`src/rtl/hazard_ctrl_pkg.sv`:
```
// hazard_ctrl_pkg: shared types and constants for the pipeline hazard controller
package hazard_ctrl_pkg;
  localparam logic [1:0] RES_MEM = 2'b01;
  typedef enum logic [1:0] {FWD_RF = 2'b00, FWD_W = 2'b01, FWD_M = 2'b10} fwd_sel_t;
  typedef enum logic {MIDLE, MWAIT} mem_state_t;
  typedef enum logic [1:0] {RUN, DRAIN, HALTED} halt_state_t;
endpackage

```
`src/rtl/hazard_ctrl_if.sv`:
```
// hazard_ctrl_if: pipeline-control bundle between the core datapath and the hazard controller
interface hazard_ctrl_if import hazard_ctrl_pkg::*; #(parameter int CNT_W = 32) ();
  logic [4:0] rs1_d, rs2_d, rs1_e, rs2_e, rd_e, rd_m, rd_w;
  logic [1:0] result_src_e;
  logic pc_src_e, reg_write_m, reg_write_w, mem_req_m, mem_ready, halt_req;
  logic stall_f, stall_d, flush_d, en_e, flush_e, en_m, flush_w, halted, mem_timeout;
  fwd_sel_t fwd_a_e, fwd_b_e;
  logic [CNT_W-1:0] stall_cycles;
  modport master (
    output rs1_d, rs2_d, rs1_e, rs2_e, rd_e, rd_m, rd_w, result_src_e, pc_src_e,
           reg_write_m, reg_write_w, mem_req_m, mem_ready, halt_req,
    input  stall_f, stall_d, flush_d, en_e, flush_e, en_m, flush_w, halted, mem_timeout,
           fwd_a_e, fwd_b_e, stall_cycles
  );
  modport slave (
    input  rs1_d, rs2_d, rs1_e, rs2_e, rd_e, rd_m, rd_w, result_src_e, pc_src_e,
           reg_write_m, reg_write_w, mem_req_m, mem_ready, halt_req,
    output stall_f, stall_d, flush_d, en_e, flush_e, en_m, flush_w, halted, mem_timeout,
           fwd_a_e, fwd_b_e, stall_cycles
  );
endinterface

```
`src/rtl/hazard_ctrl_fwd_sel.sv`:
```
// hazard_ctrl_fwd_sel: E-stage operand forwarding select, M result preferred over W, x0 never forwarded
module hazard_ctrl_fwd_sel import hazard_ctrl_pkg::*; (
  input  logic [4:0] rs,
  input  logic [4:0] rd_m,
  input  logic [4:0] rd_w,
  input  logic       reg_write_m,
  input  logic       reg_write_w,
  output fwd_sel_t   sel
);
  always_comb sel = (reg_write_m && rd_m != 5'd0 && rd_m == rs) ? FWD_M :
                    (reg_write_w && rd_w != 5'd0 && rd_w == rs) ? FWD_W : FWD_RF;
endmodule

```
`src/rtl/hazard_ctrl.sv`:
```
// hazard_ctrl: stall/flush/forward control for the 5-stage RV32I pipeline with memory-wait and debug-halt FSMs
module hazard_ctrl import hazard_ctrl_pkg::*; #(
  parameter int PIPE_DRAIN  = 3,
  parameter int MEM_TIMEOUT = 255,
  parameter int CNT_W       = 32
) (
  input logic         clk,
  input logic         rst_n,
  hazard_ctrl_if.slave hif
);
  localparam int WW = $clog2(MEM_TIMEOUT + 1);
  localparam int DW = $clog2(PIPE_DRAIN + 1);
  mem_state_t       ms;
  halt_state_t      hs;
  logic [WW-1:0]    wait_cnt;
  logic [DW-1:0]    drain_cnt;
  logic [CNT_W-1:0] sc;
  logic             mstall, lwstall, drain, hlt, halted_q, mto_q;
  hazard_ctrl_fwd_sel u_fwd_a (.rs(hif.rs1_e), .rd_m(hif.rd_m), .rd_w(hif.rd_w),
    .reg_write_m(hif.reg_write_m), .reg_write_w(hif.reg_write_w), .sel(hif.fwd_a_e));
  hazard_ctrl_fwd_sel u_fwd_b (.rs(hif.rs2_e), .rd_m(hif.rd_m), .rd_w(hif.rd_w),
    .reg_write_m(hif.reg_write_m), .reg_write_w(hif.reg_write_w), .sel(hif.fwd_b_e));
  // mstall freezes everything, so a branch held in E only flushes once memory completes
  always_comb begin
    mstall      = hif.mem_req_m & ~hif.mem_ready;
    lwstall     = hif.result_src_e == RES_MEM && hif.rd_e != 5'd0 &&
                  (hif.rd_e == hif.rs1_d || hif.rd_e == hif.rs2_d);
    drain       = hs == DRAIN;
    hlt         = hs == HALTED;
    hif.stall_f = mstall | (~hif.pc_src_e & (lwstall | drain | hlt));
    hif.stall_d = mstall | (~hif.pc_src_e & (lwstall | hlt));
    hif.flush_d = ~mstall & (hif.pc_src_e | (drain & ~lwstall));
    hif.flush_e = ~mstall & (hif.pc_src_e | lwstall);
    hif.en_e    = ~(mstall | hlt);
    hif.en_m    = ~(mstall | hlt);
    hif.flush_w = mstall;
  end
  assign hif.halted       = halted_q;
  assign hif.mem_timeout  = mto_q;
  assign hif.stall_cycles = sc;
  // wait_cnt counts wait cycles including the first one seen in MIDLE, saturating at MEM_TIMEOUT
  always_ff @(posedge clk or negedge rst_n) begin
    if (!rst_n) begin
      ms        <= MIDLE;
      hs        <= RUN;
      wait_cnt  <= '0;
      drain_cnt <= '0;
      halted_q  <= 1'b0;
      mto_q     <= 1'b0;
      sc        <= '0;
    end else begin
      sc    <= sc + CNT_W'(hif.stall_f);
      mto_q <= mto_q | (ms == MWAIT && mstall && wait_cnt == WW'(MEM_TIMEOUT));
      if (ms == MIDLE) begin
        ms       <= mstall ? MWAIT : MIDLE;
        wait_cnt <= mstall ? WW'(1) : '0;
      end else if (!mstall) begin
        ms       <= MIDLE;
        wait_cnt <= '0;
      end else if (wait_cnt != WW'(MEM_TIMEOUT)) wait_cnt <= wait_cnt + 1'b1;
      if (hs == RUN && hif.halt_req) begin
        hs        <= DRAIN;
        drain_cnt <= DW'(PIPE_DRAIN);
      end else if (hs == DRAIN && !mstall) begin
        drain_cnt <= drain_cnt - 1'b1;
        if (drain_cnt == DW'(1)) begin
          hs       <= HALTED;
          halted_q <= 1'b1;
        end
      end else if (hs == HALTED && !hif.halt_req) begin
        hs       <= RUN;
        halted_q <= 1'b0;
      end
    end
  end
endmodule

```
`src/flat_wrapper.sv`:
```
// flat-port wrapper written by rule: the top's interface ports become plain ports
module hazard_ctrl_flat import hazard_ctrl_pkg::*;
#(
  parameter int PIPE_DRAIN  = 3,
  parameter int MEM_TIMEOUT = 255,
  parameter int CNT_W       = 32
)
  (clk, rst_n, hif_rs1_d, hif_rs2_d, hif_rs1_e, hif_rs2_e, hif_rd_e, hif_rd_m, hif_rd_w, hif_result_src_e, hif_pc_src_e, hif_reg_write_m, hif_reg_write_w, hif_mem_req_m, hif_mem_ready, hif_halt_req, hif_stall_f, hif_stall_d, hif_flush_d, hif_en_e, hif_flush_e, hif_en_m, hif_flush_w, hif_halted, hif_mem_timeout, hif_fwd_a_e, hif_fwd_b_e, hif_stall_cycles);
  hazard_ctrl_if #(.CNT_W(CNT_W)) hif_i ();
  input logic clk;
  input logic rst_n;
  input wire logic [$bits(hif_i.rs1_d)-1:0] hif_rs1_d;
  input wire logic [$bits(hif_i.rs2_d)-1:0] hif_rs2_d;
  input wire logic [$bits(hif_i.rs1_e)-1:0] hif_rs1_e;
  input wire logic [$bits(hif_i.rs2_e)-1:0] hif_rs2_e;
  input wire logic [$bits(hif_i.rd_e)-1:0] hif_rd_e;
  input wire logic [$bits(hif_i.rd_m)-1:0] hif_rd_m;
  input wire logic [$bits(hif_i.rd_w)-1:0] hif_rd_w;
  input wire logic [$bits(hif_i.result_src_e)-1:0] hif_result_src_e;
  input wire logic [$bits(hif_i.pc_src_e)-1:0] hif_pc_src_e;
  input wire logic [$bits(hif_i.reg_write_m)-1:0] hif_reg_write_m;
  input wire logic [$bits(hif_i.reg_write_w)-1:0] hif_reg_write_w;
  input wire logic [$bits(hif_i.mem_req_m)-1:0] hif_mem_req_m;
  input wire logic [$bits(hif_i.mem_ready)-1:0] hif_mem_ready;
  input wire logic [$bits(hif_i.halt_req)-1:0] hif_halt_req;
  output wire logic [$bits(hif_i.stall_f)-1:0] hif_stall_f;
  output wire logic [$bits(hif_i.stall_d)-1:0] hif_stall_d;
  output wire logic [$bits(hif_i.flush_d)-1:0] hif_flush_d;
  output wire logic [$bits(hif_i.en_e)-1:0] hif_en_e;
  output wire logic [$bits(hif_i.flush_e)-1:0] hif_flush_e;
  output wire logic [$bits(hif_i.en_m)-1:0] hif_en_m;
  output wire logic [$bits(hif_i.flush_w)-1:0] hif_flush_w;
  output wire logic [$bits(hif_i.halted)-1:0] hif_halted;
  output wire logic [$bits(hif_i.mem_timeout)-1:0] hif_mem_timeout;
  output wire logic [$bits(hif_i.fwd_a_e)-1:0] hif_fwd_a_e;
  output wire logic [$bits(hif_i.fwd_b_e)-1:0] hif_fwd_b_e;
  output wire logic [$bits(hif_i.stall_cycles)-1:0] hif_stall_cycles;
  assign hif_i.rs1_d = hif_rs1_d;
  assign hif_i.rs2_d = hif_rs2_d;
  assign hif_i.rs1_e = hif_rs1_e;
  assign hif_i.rs2_e = hif_rs2_e;
  assign hif_i.rd_e = hif_rd_e;
  assign hif_i.rd_m = hif_rd_m;
  assign hif_i.rd_w = hif_rd_w;
  assign hif_i.result_src_e = hif_result_src_e;
  assign hif_i.pc_src_e = hif_pc_src_e;
  assign hif_i.reg_write_m = hif_reg_write_m;
  assign hif_i.reg_write_w = hif_reg_write_w;
  assign hif_i.mem_req_m = hif_mem_req_m;
  assign hif_i.mem_ready = hif_mem_ready;
  assign hif_i.halt_req = hif_halt_req;
  assign hif_stall_f = hif_i.stall_f;
  assign hif_stall_d = hif_i.stall_d;
  assign hif_flush_d = hif_i.flush_d;
  assign hif_en_e = hif_i.en_e;
  assign hif_flush_e = hif_i.flush_e;
  assign hif_en_m = hif_i.en_m;
  assign hif_flush_w = hif_i.flush_w;
  assign hif_halted = hif_i.halted;
  assign hif_mem_timeout = hif_i.mem_timeout;
  assign hif_fwd_a_e = hif_i.fwd_a_e;
  assign hif_fwd_b_e = hif_i.fwd_b_e;
  assign hif_stall_cycles = hif_i.stall_cycles;
  hazard_ctrl #(.PIPE_DRAIN(PIPE_DRAIN), .MEM_TIMEOUT(MEM_TIMEOUT), .CNT_W(CNT_W)) u_core (.clk(clk), .rst_n(rst_n), .hif(hif_i));
endmodule
```
`config.mk`:
```
export PLATFORM = sky130hd
export DESIGN_NAME = hazard_ctrl_flat
export DESIGN_NICKNAME = d
export VERILOG_FILES = /design/src/rtl/hazard_ctrl_pkg.sv /design/src/rtl/hazard_ctrl_if.sv /design/src/rtl/hazard_ctrl_fwd_sel.sv /design/src/rtl/hazard_ctrl.sv /design/src/flat_wrapper.sv
export SDC_FILE = /design/constraint.sdc
export NUM_CORES = 1
export LEC_CHECK = 0
export CORE_MARGIN = 3
export CORE_UTILIZATION = 25
export DETAILED_ROUTE_END_ITERATION = 8
export HOLD_SLACK_MARGIN = 0.06
export PLACE_DENSITY = 0.59
export SYNTH_ARGS = -nofsm -noshare
export SYNTH_HDL_FRONTEND = slang
export SYNTH_SLANG_ARGS = --single-unit
```
`constraint.sdc`:
```
create_clock -name clk -period 2.4 [get_ports clk]
set_input_delay 0.48 -clock clk [delete_from_list [all_inputs] [get_ports clk]]
set_output_delay 0.48 -clock clk [all_outputs]
set_load 0.02 [all_outputs]
```
; Word level (Yosys, flattened, before mapping)
; Index checks and enable logic that the tools add are counted.
[op_classes]
addsub = 3
eq_ne = 15
mux = 18
bitwise_logic = 21
reduce_logical = 25
[op_table]
columns = operator, count
row1 = adder 32 x 1 -> 32 bit, 1
row2 = == test 5 bit, 6
row3 = two-way mux 8 bit, 3
row4 = two-way mux 2 bit, 8
row5 = nonzero test 5 bit, 3
row6 = logical AND 1 bit, 13
row7 = OR 1 bit, 9
row8 = "adder 8 x 1 -> 8 bit, second input constant", 1
row9 = "== test 8 bit, second input constant", 1
row10 = "!= test 8 bit, second input constant", 1
row11 = two-way mux 1 bit, 7
row12 = AND 1 bit, 6
row13 = "== test 2 x 1 -> 1 bit, second input constant", 3
row14 = NOT 1 bit, 6
row15 = nonzero test 2 bit, 2
row16 = "!= test 3 x 2 -> 1 bit, second input constant", 1
row17 = "!= test 3 bit, second input constant", 1
row18 = AND reduction 3 bit, 1
row19 = nonzero test 3 bit, 1
row20 = "== test 2 bit, second input constant", 1
row21 = logical NOT 1 bit, 2
row22 = logical NOT 2 bit, 1
row23 = "!= test 2 bit, second input constant", 1
row24 = AND reduction 2 bit, 1
row25 = other kinds (2), 2
[word_totals]
input_bits = 45
word_cells = 89
output_inout_bits = 45
reg_bits = 47

; Logic depth before layout (Yosys ltp)
[depth]
ltp_word = 8
depth_mapped = 11
depth_no_buf = 10

; Modules after synthesis
; A second synthesis with hierarchy kept.
[hier_totals]
cells_unflattened = 262
area_unflattened_um2 = 2657.5
[modules_own_cells]
columns = mod, area_each_um2, seq_area_each_um2, instances, cells_each
row1 = hazard_ctrl, 2354.8, 1176.1, 1, 222
row2 = hazard_ctrl_fwd_sel, 151.4, 0.0, 2, 20

; Least setup slack after synthesis
; Ideal clock, no wire load.
[synth_path]
path_type = input -> register
startpoint = input port hif_rd_e[0]
endpoint = register u_core.sc[18] (netlist: u_core.hif.stall_cycles[18])
t_required_ns = 2.262
path_buffers = 1
stages = 11
arrival_ns = 2.851
setup_time_ns = 0.138
setup_slack_ns = -0.589
path_cell_list = or4_1 -> o21ai_0 -> or2_2 -> o221ai_1 -> ha_1 -> ha_1 -> and2_1 -> nand4_1 -> clkbuf_1 -> nor4_1 -> xor2_1
[synth_via]
elab_chain_len = 8
elab_cells_between_ends = 11
cone_classes = 1 x add/sub / 2 x eq/ne / 4 x bitwise / 4 x reduce/logical
[synth_rtl]
columns = element, line_no
row1 = start: declaration, flat_wrapper.sv:16  ; input wire logic [$bits(hif_i.rd_e)-1:0] hif_rd_e;
row2 = == test 5 bit or nonzero test 5 bit (tied branches), "hazard_ctrl.sv:27, hazard_ctrl.sv:26"
row3 = logical OR 1 bit or logical AND 1 bit (tied branches), "hazard_ctrl.sv:27, hazard_ctrl.sv:26"
row4 = logical AND 1 bit (*), hazard_ctrl.sv:26  ; lwstall = hif.result_src_e == RES_MEM && hif.rd_e != 5'd0 &&
row5 = OR 1 bit (*) (2 in a row), hazard_ctrl.sv:30  ; hif.stall_f = mstall | (~hif.pc_src_e & (lwstall | drain | hlt));
row6 = AND 1 bit (*), hazard_ctrl.sv:30
row7 = OR 1 bit (*), hazard_ctrl.sv:30
row8 = net hif_stall_f, flat_wrapper.sv:26  ; output wire logic [$bits(hif_i.stall_f)-1:0] hif_stall_f;
row9 = adder 32 x 1 -> 32 bit (*), hazard_ctrl.sv:52  ; sc <= sc + CNT_W'(hif.stall_f);
row10 = end signal: assignment, hazard_ctrl.sv:52
row11 = end: declaration, hazard_ctrl.sv:17  ; logic [CNT_W-1:0] sc;
; The timed path passes the listed nets; every way through them passes the cells marked *.
; A chain may end at the register's enable or synchronous reset.

; Worst setup path in the final report
[layout_path]
startpoint = input port hif_rd_e[0]
endpoint = register u_core.sc[16] (netlist: u_core.hif.stall_cycles[16])
[layout_via]
elab_chain_len = 8
elab_cells_between_ends = 11
cone_classes = 1 x add/sub / 2 x eq/ne / 4 x bitwise / 4 x reduce/logical
[layout_rtl]
columns = element, line_no
row1 = == test 5 bit or nonzero test 5 bit (tied branches), "hazard_ctrl.sv:27, hazard_ctrl.sv:26"
row2 = logical OR 1 bit or logical AND 1 bit (tied branches), "hazard_ctrl.sv:27, hazard_ctrl.sv:26"
row3 = logical AND 1 bit (*), hazard_ctrl.sv:26
row4 = OR 1 bit (*) (2 in a row), hazard_ctrl.sv:30
row5 = AND 1 bit (*), hazard_ctrl.sv:30
row6 = OR 1 bit (*), hazard_ctrl.sv:30
row7 = adder 32 x 1 -> 32 bit (*), hazard_ctrl.sv:52
; Every way passes the cells marked *; elsewhere a longest branch is shown, timed or not.

==> summary.md <==
| Metric | Value |
|---|---|
| Worst path required time | 2.58 ns |
| Violated checks | setup timing |
| Die height | 108 µm |
| Die Width | 108 µm |
| Filler cells | 956 |
| Std cell rows | 36 |
| Worst r2r dst | u_core.hif.stall_cycles[26]$_DFF_PN0_ |
| Detailed placement HPWL | 5240 µm |
| First-pass GRT wire length | 12,300 µm |
| Number of violations reported at the end of detailed-routing iteration 0 | 68 |
| Critical Path Stages | 13 |
| Area of all placed cells without fillers | 4360 µm² |
| Hold Path Class | input pin to asynchronous set/reset pin |
| Synth Warn # | 0 |
| Detailed-router iteration count before antenna repair | 4 |
| Number of DRC violations after detailed routing | 0 |
| Gate family responsible for the most delay along the worst path | simple AND/OR/NAND/NOR gates |
| Peak ir drop on the vdd network | 284 µV |
| Register area share after synthesis | 45.3% |
| Net total in the final layout | 444 |
| Area leader, netlist | sky130_fd_sc_hd__dfrtp_1 |
| CP max stage cell | sky130_fd_sc_hd__or4_4 |
| CP arrival | 2.64 ns |
| Die Area | 11,600 µm² |
| Area contributors post-synth | sky130_fd_sc_hd__dfrtp_1 (45%), sky130_fd_sc_hd__xor2_1 (15%), sky130_fd_sc_hd__xnor2_1 (6.1%) |
| Initial cell density of the core | 26.1% |
| Unique masters post-synth | 40 |
| Latest clock arrival within the worst-skew pair | 0.29 ns |
| Power density over cell area | 520 nW/µm² |
| Worst r2r src | u_core.hs[0]$_DFFE_PN0P_ |
| Largest driver fanout on the critical path | 4 |
| Vias post-DR | 2,416 |
| Mean Syn Cell Area | 9.90 µm² |
| Post-DR wirelength/cell | 13.8 µm |
| Period minus WS final | 2.46 ns |
| TritonCTS clock tree | done |
| Termination of the worst setup path | u_core.hif.stall_cycles[16]$_DFF_PN0_ |
| Final count of negative-setup-slack endpoints | 8 |
| PortBufs | 89 |
| Worst setup path start | hif_rd_e[0] |
| Number of top-level pins | 90 |
| Antenna diodes | 0 |
| Routed Wire Length | 7290 µm |
| Highest cell delay on the worst timing path | 0.54 ns |
| Crit start category | input pin |
| Max-cap violation count | 0 |
| Grt total ovfl | 0 |
| Register-to-register setup slack | 0.21 ns |
| RSZ-0062 raised after global routing | true |
| Number of buffers created by CTS | 5 |
| Area growth, synth to finish | 68.1% |
| Library cell used as clock root buffer | sky130_fd_sc_hd__clkbuf_8 |
| Endpoints failing hold | 0 |
| Fraction of final layout cells with drive strength greater than 1 | 28.3% |
| Worst slew margin relative to its limit | 59.6% |
| Final worst clock skew | 0.00907 ns |
| Final setup margin | -0.0600 ns |
| P_leak | 2.00 nW |
| Buffer levels on the longest clock path | 2 |
| RD Place Congestion | 0.828 |
| CP Cell Sequence | buf_6 -> or4_4 -> o21ai_4 -> or2_4 -> o221ai_4 -> ha_4 -> ha_4 -> and2_4 -> nand4_1 -> buf_6 -> buf_12 -> nor3_2 -> xor2_1 |
| Post-DR vias/cell | 4.57 |
| Clock sink count | 47 |
| Run status | complete, but fails checks |
| Top cell type's share of synthesized area | 45.3% |
| Core Region | 9950 µm² |
| Clock Pin Slew Worst Setup and Hold Paths | 0.09 ns |
| Transition time at the pin with the least slew margin | 0.606 ns |
| Buf+Inv Stages, Crit Path | 3 |
| Vias in the first global route | 2,594 |
| Gate count of the mapped netlist | 262 |
| Number of register bits inferred by synthesis | 47 |
| Post-Route Hold Slack | 0.273 ns |
| Tcrit/Tclk final | 103% |
| CP Class | input pin to register |
| Antenna violation net count after detailed routing | 0 |
| DP Area | 3960 µm² |
| F_max | 0.406 GHz |
| Sort of element at the end of the critical path | register |
| Maximum number of pins on one net before global-route repair | 48 |
| Post-layout utilization of the core | 43.8% |
| Netlist area before placement | 2590 µm² |
| Initial antenna violation count | 0 |
| Number of max-slew violations in the final report | 0 |
| Overall track demand over capacity in global routing | 13.1% |
| Clock H-tree levels | 2 |
| Number of nets in the synthesized netlist | 311 |
| FF-to-FF path depth | 11 |
-- per-layer routing --
layer	vias to the layer above	GRT usage [%]	part of all wire (%)
li1	1187	-	-
met1	1162	16.8	44
met2	57	22.3	50
met3	10	2.82	4.4
met4	0	3.16	1.5
met5	-	0	0
-- cell usage after synthesis --
cell type / number
sky130_fd_sc_hd__or4_1: 5
sky130_fd_sc_hd__a211oi_1: 1
sky130_fd_sc_hd__nand3b_1: 1
sky130_fd_sc_hd__xnor2_1: 18
sky130_fd_sc_hd__or3_1: 2
sky130_fd_sc_hd__and4_2: 1
sky130_fd_sc_hd__buf_4: 1
sky130_fd_sc_hd__nor4_2: 1
sky130_fd_sc_hd__inv_1: 11
sky130_fd_sc_hd__mux2i_1: 1
sky130_fd_sc_hd__or3_4: 1
sky130_fd_sc_hd__xor2_1: 44
sky130_fd_sc_hd__a21oi_1: 5
sky130_fd_sc_hd__and4_1: 4
sky130_fd_sc_hd__nand2b_1: 2
sky130_fd_sc_hd__dfrtp_1: 47
sky130_fd_sc_hd__and2b_1: 1
sky130_fd_sc_hd__nor2_1: 18
sky130_fd_sc_hd__a31oi_1: 6
sky130_fd_sc_hd__a22oi_1: 1
sky130_fd_sc_hd__and2_1: 1
sky130_fd_sc_hd__a41o_1: 1
sky130_fd_sc_hd__nor4_1: 7
sky130_fd_sc_hd__o211ai_1: 2
sky130_fd_sc_hd__nand3_1: 12
sky130_fd_sc_hd__and3_1: 4
sky130_fd_sc_hd__or2_2: 1
sky130_fd_sc_hd__o21bai_1: 2
sky130_fd_sc_hd__o221ai_1: 2
sky130_fd_sc_hd__nor3_1: 15
sky130_fd_sc_hd__clkbuf_1: 6
sky130_fd_sc_hd__ha_1: 4
sky130_fd_sc_hd__a21boi_0: 1
sky130_fd_sc_hd__o21ai_0: 8
sky130_fd_sc_hd__o221a_2: 1
sky130_fd_sc_hd__nand4_1: 4
sky130_fd_sc_hd__nor2b_1: 2
sky130_fd_sc_hd__buf_6: 1
sky130_fd_sc_hd__nand2_1: 15
sky130_fd_sc_hd__o31ai_1: 2
-- cell usage in the layout, fill, tap and decap left out, types with 5 or more instances in the layout --
cell type and n:
sky130_fd_sc_hd__xor2_1 42, sky130_fd_sc_hd__buf_4 37, sky130_fd_sc_hd__dlygate4sd2_1 14, sky130_fd_sc_hd__clkdlybuf4s50_1 40, sky130_fd_sc_hd__a31oi_1 6, sky130_fd_sc_hd__nand3_1 11
sky130_fd_sc_hd__clkbuf_8 5, sky130_fd_sc_hd__nor3_4 6, sky130_fd_sc_hd__nor2_1 15, sky130_fd_sc_hd__clkdlybuf4s15_1 10, sky130_fd_sc_hd__nand2_1 15, sky130_fd_sc_hd__xnor2_1 18
sky130_fd_sc_hd__nor3_1 5, sky130_fd_sc_hd__o21ai_0 5, sky130_fd_sc_hd__dfrtp_1 47, sky130_fd_sc_hd__clkbuf_2 6, sky130_fd_sc_hd__a21oi_1 5, sky130_fd_sc_hd__inv_1 11
sky130_fd_sc_hd__nor4_4 6, sky130_fd_sc_hd__buf_6 18
-- stage by stage --
stage / total power, mW / setup slack [ns] / setup TNS (ns) / instances
floorplan: 1.36 / -0.206 / -3.13 / 262
detailed placement: 1.77 / -0.868 / -23.56 / 514
CTS: 2.29 / -0.0652 / -0.415 / 526
finish: 2.27 / -0.0600 / -0.275 / 529
global placement: 1.76 / -0.849 / -23.09 / 514
global route: 2.44 / -0.132 / -1.22 / 529
-- layout make-up --
| type | count | area, µm² | share of cell area (%) |
|---|---|---|---|
| multi-input cells | 197 | 1680 | 38.4 |
| well taps | 133 | 166 | 3.81 |
| flip-flops and latches | 47 | 1180 | 27.0 |
| inverters | 11 | 41.3 | 0.946 |
| clock buffers | 6 | 72.6 | 1.66 |
| repair buffers | 133 | 1220 | 27.9 |
| clock inverters | 2 | 12.5 | 0.287 |
-- where the power goes --
| part | switching, mW | leakage, nW | internal (mW) |
|---|---|---|---|
| Clock | 0.262 | 0.0412 | 0.204 |
| Combinational | 0.392 | 1.36 | 0.417 |
| Sequential | 0.112 | 0.595 | 0.883 |
| Total | 0.767 | 2.00 | 1.50 |
-- worst min-delay path by stage --
stage	slack, ns	endpoint
finish	0.27	u_core.wait_cnt[5]$_DFFE_PN0P_
CTS	0.30	u_core.hif.stall_cycles[22]$_DFF_PN0_
floorplan	0.18	u_core.drain_cnt[0]$_DFFE_PN0P_
global placement	0.46	u_core.hif.stall_cycles[31]$_DFF_PN0_
global route	0.33	u_core.wait_cnt[7]$_DFFE_PN0P_
detailed placement	0.47	u_core.hif.stall_cycles[31]$_DFF_PN0_
-- cells by family (layout without fill, tap and decap cells) --
kind of cell,Yosys count,in the layout,share of synthesized area (%)
xor gates and xnor gates,62,62,20.9
muxes,1,1,0.386
AOI/OAI and AO/OA,32,32,8.05
buffers and inverters,19,152,3.18
DFF,47,47,45.3
adders and majority gates,4,4,1.93
and+or+nand+nor,97,98,20.2
-- sequential cells by signal, indices dropped and copies added, names as in the netlist --
name,cells
u_core.hs,2
u_core.hif.halted,1
u_core.ms,1
u_core.hif.mem_timeout,1
u_core.drain_cnt,2
u_core.wait_cnt,8
u_core.hif.stall_cycles,32
-- worst register-to-register path, cell delays in order, from the launching register on --
cell and delay [ns]:
sky130_fd_sc_hd__dfrtp_1 0.38, sky130_fd_sc_hd__inv_1 0.11, sky130_fd_sc_hd__nand2_1 0.08, sky130_fd_sc_hd__nor2b_1 0.15
sky130_fd_sc_hd__o221ai_4 0.22, sky130_fd_sc_hd__ha_4 0.20, sky130_fd_sc_hd__ha_4 0.13, sky130_fd_sc_hd__and2_4 0.14
sky130_fd_sc_hd__nand4_1 0.13, sky130_fd_sc_hd__buf_6 0.17, sky130_fd_sc_hd__nor4_4 0.27, sky130_fd_sc_hd__xor2_1 0.16
-- repair_timing --
item	4_1_cts	5_1_grt
buffers inserted	3	7
hold buffers	0	0
gates resized for setup	142	50
setup endpoints to repair	37	23
pin swaps	27	26
cloned	2	0
Power figures use the tool's default switching activity.
